[config.mk]
export PLATFORM = sky130hd
export DESIGN_NAME = dout_display_flat
export DESIGN_NICKNAME = d
export VERILOG_FILES = /design/src/rtl/dout_display_if.sv /design/src/rtl/dout_display.sv /design/src/flat_wrapper.sv
export SDC_FILE = /design/constraint.sdc
export NUM_CORES = 1
export LEC_CHECK = 0
export CAP_MARGIN = 20
export CORE_MARGIN = 2
export CORE_UTILIZATION = 50
export DETAILED_ROUTE_END_ITERATION = 7
export PLACE_DENSITY = 0.69
export SYNTH_ARGS = -nofsm -noshare
export SYNTH_HDL_FRONTEND = slang
export SYNTH_SLANG_ARGS = --single-unit
[constraint.sdc]
create_clock -name Clock -period 4.9 [get_ports Clock]
set_input_delay 0.49 -clock Clock [delete_from_list [all_inputs] [get_ports Clock]]
set_output_delay 0.49 -clock Clock [all_outputs]
set_load 0.02 [all_outputs]
[src/rtl/dout_display_if.sv]
// CPU data-output bus: the CPU presents Dout qualified by the level Dval, and
// the display end reports Busy while a conversion is in flight.
interface dout_display_if;
    logic [7:0] Dout;
    logic       Dval;
    logic       Busy;

    modport master (output Dout, output Dval, input  Busy);
    modport slave  (input  Dout, input  Dval, output Busy);
endinterface

[src/rtl/dout_display.sv]
// Display end of the CPU data-output bus: converts each accepted word to sign plus
// three BCD digits (sequential double-dabble) and scans a 4-digit active-low 7-seg.
module dout_display #(
    parameter int SCAN_DIV = 50000,
    parameter bit SIGNED   = 1'b1
) (
    input  logic           Clock,
    input  logic           Reset,
    dout_display_if.slave  bus,
    output logic [6:0]     Seg,
    output logic [3:0]     An
);
    localparam int CNT_W = (SCAN_DIV > 2) ? $clog2(SCAN_DIV) : 1;

    localparam logic [3:0] DIG_MINUS = 4'hA;
    localparam logic [3:0] DIG_BLANK = 4'hF;

    typedef enum logic [1:0] {S_IDLE, S_LOAD, S_SHIFT, S_COMMIT} state_t;

    state_t      r_state, w_state_nxt;
    logic [7:0]  r_data, r_pend_data, r_mag;
    logic        r_pend_vld, r_neg;
    logic [11:0] r_bcd, w_bcd_adj;
    logic [3:0]  r_bitcnt;
    logic [11:0] r_disp_bcd;
    logic        r_disp_neg;
    logic        w_take_pend, w_take_dval, w_capture_pend;
    logic [CNT_W-1:0] r_scan_cnt;
    logic [1:0]  r_idx;
    logic [3:0]  w_digit [4];

    function automatic logic [11:0] dabble_adj(input logic [11:0] b);
        logic [11:0] r;
        for (int i = 0; i < 3; i++)
            r[i*4 +: 4] = (b[i*4 +: 4] >= 4'd5) ? b[i*4 +: 4] + 4'd3 : b[i*4 +: 4];
        return r;
    endfunction

    function automatic logic [6:0] seg_code(input logic [3:0] d);
        case (d)
            4'd0:    return 7'h40;
            4'd1:    return 7'h79;
            4'd2:    return 7'h24;
            4'd3:    return 7'h30;
            4'd4:    return 7'h19;
            4'd5:    return 7'h12;
            4'd6:    return 7'h02;
            4'd7:    return 7'h78;
            4'd8:    return 7'h00;
            4'd9:    return 7'h10;
            4'hA:    return 7'h3F;
            default: return 7'h7F;
        endcase
    endfunction

    always_ff @(posedge Clock) begin
        if (Reset) r_state <= S_IDLE;
        else       r_state <= w_state_nxt;
    end

    always_comb begin
        w_state_nxt    = r_state;
        w_take_pend    = 1'b0;
        w_take_dval    = 1'b0;
        // Any Dval not consumed directly by an idle engine lands in the pending slot.
        w_capture_pend = bus.Dval && ((r_state != S_IDLE) || r_pend_vld);
        case (r_state)
            S_IDLE: begin
                if (r_pend_vld) begin
                    w_take_pend = 1'b1;
                    w_state_nxt = S_LOAD;
                end else if (bus.Dval) begin
                    w_take_dval = 1'b1;
                    w_state_nxt = S_LOAD;
                end
            end
            S_LOAD:   w_state_nxt = S_SHIFT;
            S_SHIFT:  if (r_bitcnt == 4'd1) w_state_nxt = S_COMMIT;
            S_COMMIT: w_state_nxt = S_IDLE;
            default:  w_state_nxt = S_IDLE;
        endcase
    end

    assign bus.Busy  = (r_state != S_IDLE);
    assign w_bcd_adj = dabble_adj(r_bcd);

    always_ff @(posedge Clock) begin
        if (Reset)               r_pend_vld <= 1'b0;
        else if (w_capture_pend) r_pend_vld <= 1'b1;
        else if (w_take_pend)    r_pend_vld <= 1'b0;
    end

    always_ff @(posedge Clock) begin
        if (w_capture_pend) r_pend_data <= bus.Dout;
        if (w_take_pend)      r_data <= r_pend_data;
        else if (w_take_dval) r_data <= bus.Dout;
        if (r_state == S_LOAD) begin
            r_neg    <= SIGNED && r_data[7];
            r_mag    <= (SIGNED && r_data[7]) ? (~r_data + 8'd1) : r_data;
            r_bcd    <= '0;
            r_bitcnt <= 4'd8;
        end else if (r_state == S_SHIFT) begin
            {r_bcd, r_mag} <= {w_bcd_adj[10:0], r_mag, 1'b0};
            r_bitcnt       <= r_bitcnt - 4'd1;
        end
    end

    // Display registers move only here, so the scan never shows a half-converted value.
    always_ff @(posedge Clock) begin
        if (Reset) begin
            r_disp_bcd <= '0;
            r_disp_neg <= 1'b0;
        end else if (r_state == S_COMMIT) begin
            r_disp_bcd <= r_bcd;
            r_disp_neg <= r_neg;
        end
    end

    always_comb begin
        w_digit[0] = r_disp_bcd[3:0];
        w_digit[1] = ((r_disp_bcd[11:8] == 4'd0) && (r_disp_bcd[7:4] == 4'd0))
                     ? DIG_BLANK : r_disp_bcd[7:4];
        w_digit[2] = (r_disp_bcd[11:8] == 4'd0) ? DIG_BLANK : r_disp_bcd[11:8];
        w_digit[3] = r_disp_neg ? DIG_MINUS : DIG_BLANK;
    end

    always_ff @(posedge Clock) begin
        if (Reset) begin
            r_scan_cnt <= '0;
            r_idx      <= 2'd0;
            An         <= 4'hF;
            Seg        <= 7'h7F;
        end else begin
            An  <= ~(4'b0001 << r_idx);
            Seg <= seg_code(w_digit[r_idx]);
            if (r_scan_cnt == CNT_W'(SCAN_DIV - 1)) begin
                r_scan_cnt <= '0;
                r_idx      <= r_idx + 2'd1;
            end else begin
                r_scan_cnt <= r_scan_cnt + 1'b1;
            end
        end
    end
endmodule

[src/flat_wrapper.sv]
// flat-port wrapper written by rule: the top's interface ports become plain ports
module dout_display_flat 
#(
    parameter int SCAN_DIV = 50000,
    parameter bit SIGNED   = 1'b1
)
  (Clock, Reset, Seg, An, bus_Dout, bus_Dval, bus_Busy);
  dout_display_if bus_i ();
  input  logic Clock;
  input  logic Reset;
  output logic [6:0] Seg;
  output logic [3:0] An;
  input wire logic [$bits(bus_i.Dout)-1:0] bus_Dout;
  input wire logic [$bits(bus_i.Dval)-1:0] bus_Dval;
  output wire logic [$bits(bus_i.Busy)-1:0] bus_Busy;
  assign bus_i.Dout = bus_Dout;
  assign bus_i.Dval = bus_Dval;
  assign bus_Busy = bus_i.Busy;
  dout_display #(.SCAN_DIV(SCAN_DIV), .SIGNED(SIGNED)) u_core (.Clock(Clock), .Reset(Reset), .bus(bus_i), .Seg(Seg), .An(An));
endmodule
==> metrics.md <==
| Metric | Value |
|---|---|
| Fraction of layout cells with a size suffix above 1 | `0.0641` |
| Slew Viols, Final | `0` |
| Final cell count without fillers | `between 500 and 600` |
| Hold Path Class | `reg -> reg` |
| Distinct cells, synth | `47` |
| Worst path cell trace | `clkdlybuf4s50_1 > clkinv_1 > nand2_1 > nor2_1` |
| # fillers | `661` |
| Final setup vio count | `0` |
| IO Port Bufs | `22` |
| Setup TNS | `0 ns` |
| Die area | `approximately 0.0087 mm^2` |
| Leading area contributor after synthesis | `dfxtp_1` |
| Clock transition at the registers of the reported paths | `approximately 0.08 ns` |
| Setup ws final | `around 2.5 ns` |
| Fmax | `417 MHz` |
| Most frequent cells in the layout | `nor2_1, dfxtp_1, nand2_1, edfxtp_1, mux2i_1` |
| Die Y | `93.3 um` |
| Remaining Overflow, GRT | `0` |
| Antenna Nets Post-Route | `0` |
| Hold path startpoint | `u_core.r_scan_cnt[0]` |
| Unrepaired setup endpoints after global routing | `no` |
| Clk_skew | `0.00660 ns` |
| Final hold violations | `0` |
| CTS tree | `yes` |
| Number of global-route vias before repair | `2671` |
| Status | `finished clean` |
| Num Clock Sinks | `86` |
| H-tree depth | `3` |
| Num ports | `23` |
| Minimum clock period | `2.40 ns` |
| Required @ worst endpoint | `5.11 ns` |
| Num CTS Buffers | `9` |
| Commonest non-fill, non-tap cell in the layout | `nor2_1` |
| Core Area | `0.00773 mm^2` |
| Seq cells post-synth | `86` |
| Area grow syn2layout | `12.3%` |
| Crit share post-route | `0.489` |
| FF+latch area | `0.00197 mm^2` |
| Post-route cell area | `0.00448 mm^2` |
| Via Count | `2731` |
| Main flop type after synthesis | `dfxtp_1` |
| Synth area leaders | `dfxtp_1, edfxtp_1, ha_1` |
| Std-Cell Rows | `32` |
| Setup Fix Bufs, Post-CTS | `0` |
| Leak | `1.66 nW` |
| Syn Inst Count | `around 400` |
| Power per cell area | `432 mW/mm^2` |
| Crit-path max FO | `23` |
| Worst IR drop on VDD | `0.374 mV` |
| Initial DRT Pass Iterations | `4` |
| Deepest clock path buffer count | `2` |
| Post-synth EDFFs | `25` |
| DP Worst Slack | `2.12 ns` |
| Worst Setup SP | `Reset` |
| Reg2reg setup slack | `2.52 ns` |
| Slowest-stage cell, CP | `clkdlybuf4s50_1` |
| Slowest Stage Delay on Critical Path | `between 1 and 1.5 ns` |
| Post-synth top area share | `0.306` |
| Antenna fix cells | `0` |
| Kind of cell adding the most delay to the critical path | `buffers and inverters` |
| Mapped Nets | `430` |
| Area taken by multi-input logic gates | `0.00187 mm^2` |
| Placed Cells incl. Taps | `506` |
| Placed Area | `0.00426 mm^2` |
| Synth Cell Area | `0.00399 mm^2` |
| Via density | `5.22` |
| Hold slack | `0.476 ns` |
| Clock Root Buffer | `clkbuf_8` |
| GPL Wtd Cong | `between 0.8 and 0.9` |
| CTS resizes | `0` |
| Slew Limit Headroom | `0.343` |
| Reg-to-Reg Start | `u_core.r_disp_bcd[11]` |
| Residual DRC | `0` |
| First-pass GRT wire length | `11.5 mm` |
| Max Cap Viol | `0` |
| Hold buffer count at cts | `0` |
| Clock latency at the later pin of the worst-skew pair | `0.34 ns` |
| CP Class | `in -> reg` |
| CP Capture Type | `register` |
| Final wirelength | `6.38 mm` |
| Mean post-synth cell area | `roughly 10 um^2` |
| Worst-Margin Slew | `0.986 ns` |
| GRT Overall Usage | `0.162` |
| Hpwl dp | `~4.4 mm` |
| DIE WIDTH | `about 93 um` |
| Wire per inst | `12.2 um` |
| DRT iter0 DRCs | `73` |
| Nets | `447` |
| Asr flop ratio synth | `0` |
| Synthesis warning total | `0` |
| Crit start category | `input port` |
| Largest net degree at the start of global routing | `33` |
| CP arrival | `2.61 ns` |
| Starting density of the core | `0.517` |
| Buf+Inv Stages, Crit Path | `2` |
| Sequential fraction of the synthesis area | `0.494` |
| Initial antenna violation count | `0` |
routing by layer:
layer  wire [um]  GRT usage
met5           0          0
met2        2980      0.263
met1        3120      0.209
met3         204     0.0403
met4          77     0.0576
logic make-up after synthesis:
group | count (synthesis) | synth area share
simple gates | 144 | 0.168
xor+xnor | 28 | 0.0614
buf+inv | 36 | 0.0376
compound gates | 53 | 0.0931
fa+ha+maj | 20 | 0.0627
flops | 86 | 0.494
mux | 32 | 0.0828
stage by stage:
stage	utilization	total power [W]
after floorplan	-	0.00132
after global placement	0.551	0.00142
after detailed placement	0.551	0.00143
after CTS	0.578	0.00194
after global routing	0.580	0.00206
final	0.580	0.00194
Yosys cell counts, drive strengths merged, types with 5 or more instances:
cell and number:
a21oi 17, nand3 11, nand2 25, inv 18, xnor2 17, o31ai 5, dfxtp 61, nand2b 12
mux2 8, nor3 7, ha 20, o21ai 7, clkbuf 13, mux2i 24, nor2 65, xor2 11
edfxtp 25
cell type report:
type	count	area share
Clock buffer	9	0.0276
Clock inverter	7	0.0182
Inverter	19	0.0159
Multi-Input combinational cell	277	0.417
Sequential cell	86	0.440
Tap cell	102	0.0285
Timing Repair Buffer	23	0.0525
worst register-to-register path, cell delays in order, from the launching register on:
cell and delay [ns]:
dfxtp_1 0.39, or4_4 0.57, o311a_1 0.36, o41ai_4 0.55, nand3b_1 0.18, a31o_1 0.24
worst paths after layout:
kind                                to  cells after the start
setup / recovery  u_core.r_scan_cnt[9]                      4
hold / removal    u_core.r_scan_cnt[0]                      1
setup reg to reg         u_core.Seg[6]                      5
hold reg to reg   u_core.r_scan_cnt[0]                      1
where the power goes:
part / switching, W / internal, W / total [W]
combinational: 0.000276 / 0.000199 / 0.000476
clock: 0.000263 / 0.000242 / 0.000504
sequential: 0.0000657 / 0.000891 / 0.000956
total: 0.000604 / 0.00133 / 0.00194
registers in the layout, indices dropped and copies added, names as in the netlist:
register / flops
u_core.r_scan_cnt: 16
u_core.r_bcd: 12
u_core.r_disp_bcd: 12
u_core.r_data: 8
u_core.r_mag: 8
u_core.r_pend_data: 8
u_core.Seg: 7
u_core.An: 4
u_core.r_bitcnt: 4
u_core.r_idx: 2
u_core.r_state: 2
u_core.r_disp_neg: 1
u_core.r_neg: 1
u_core.r_pend_vld: 1
Power figures use the tool's default switching activity.
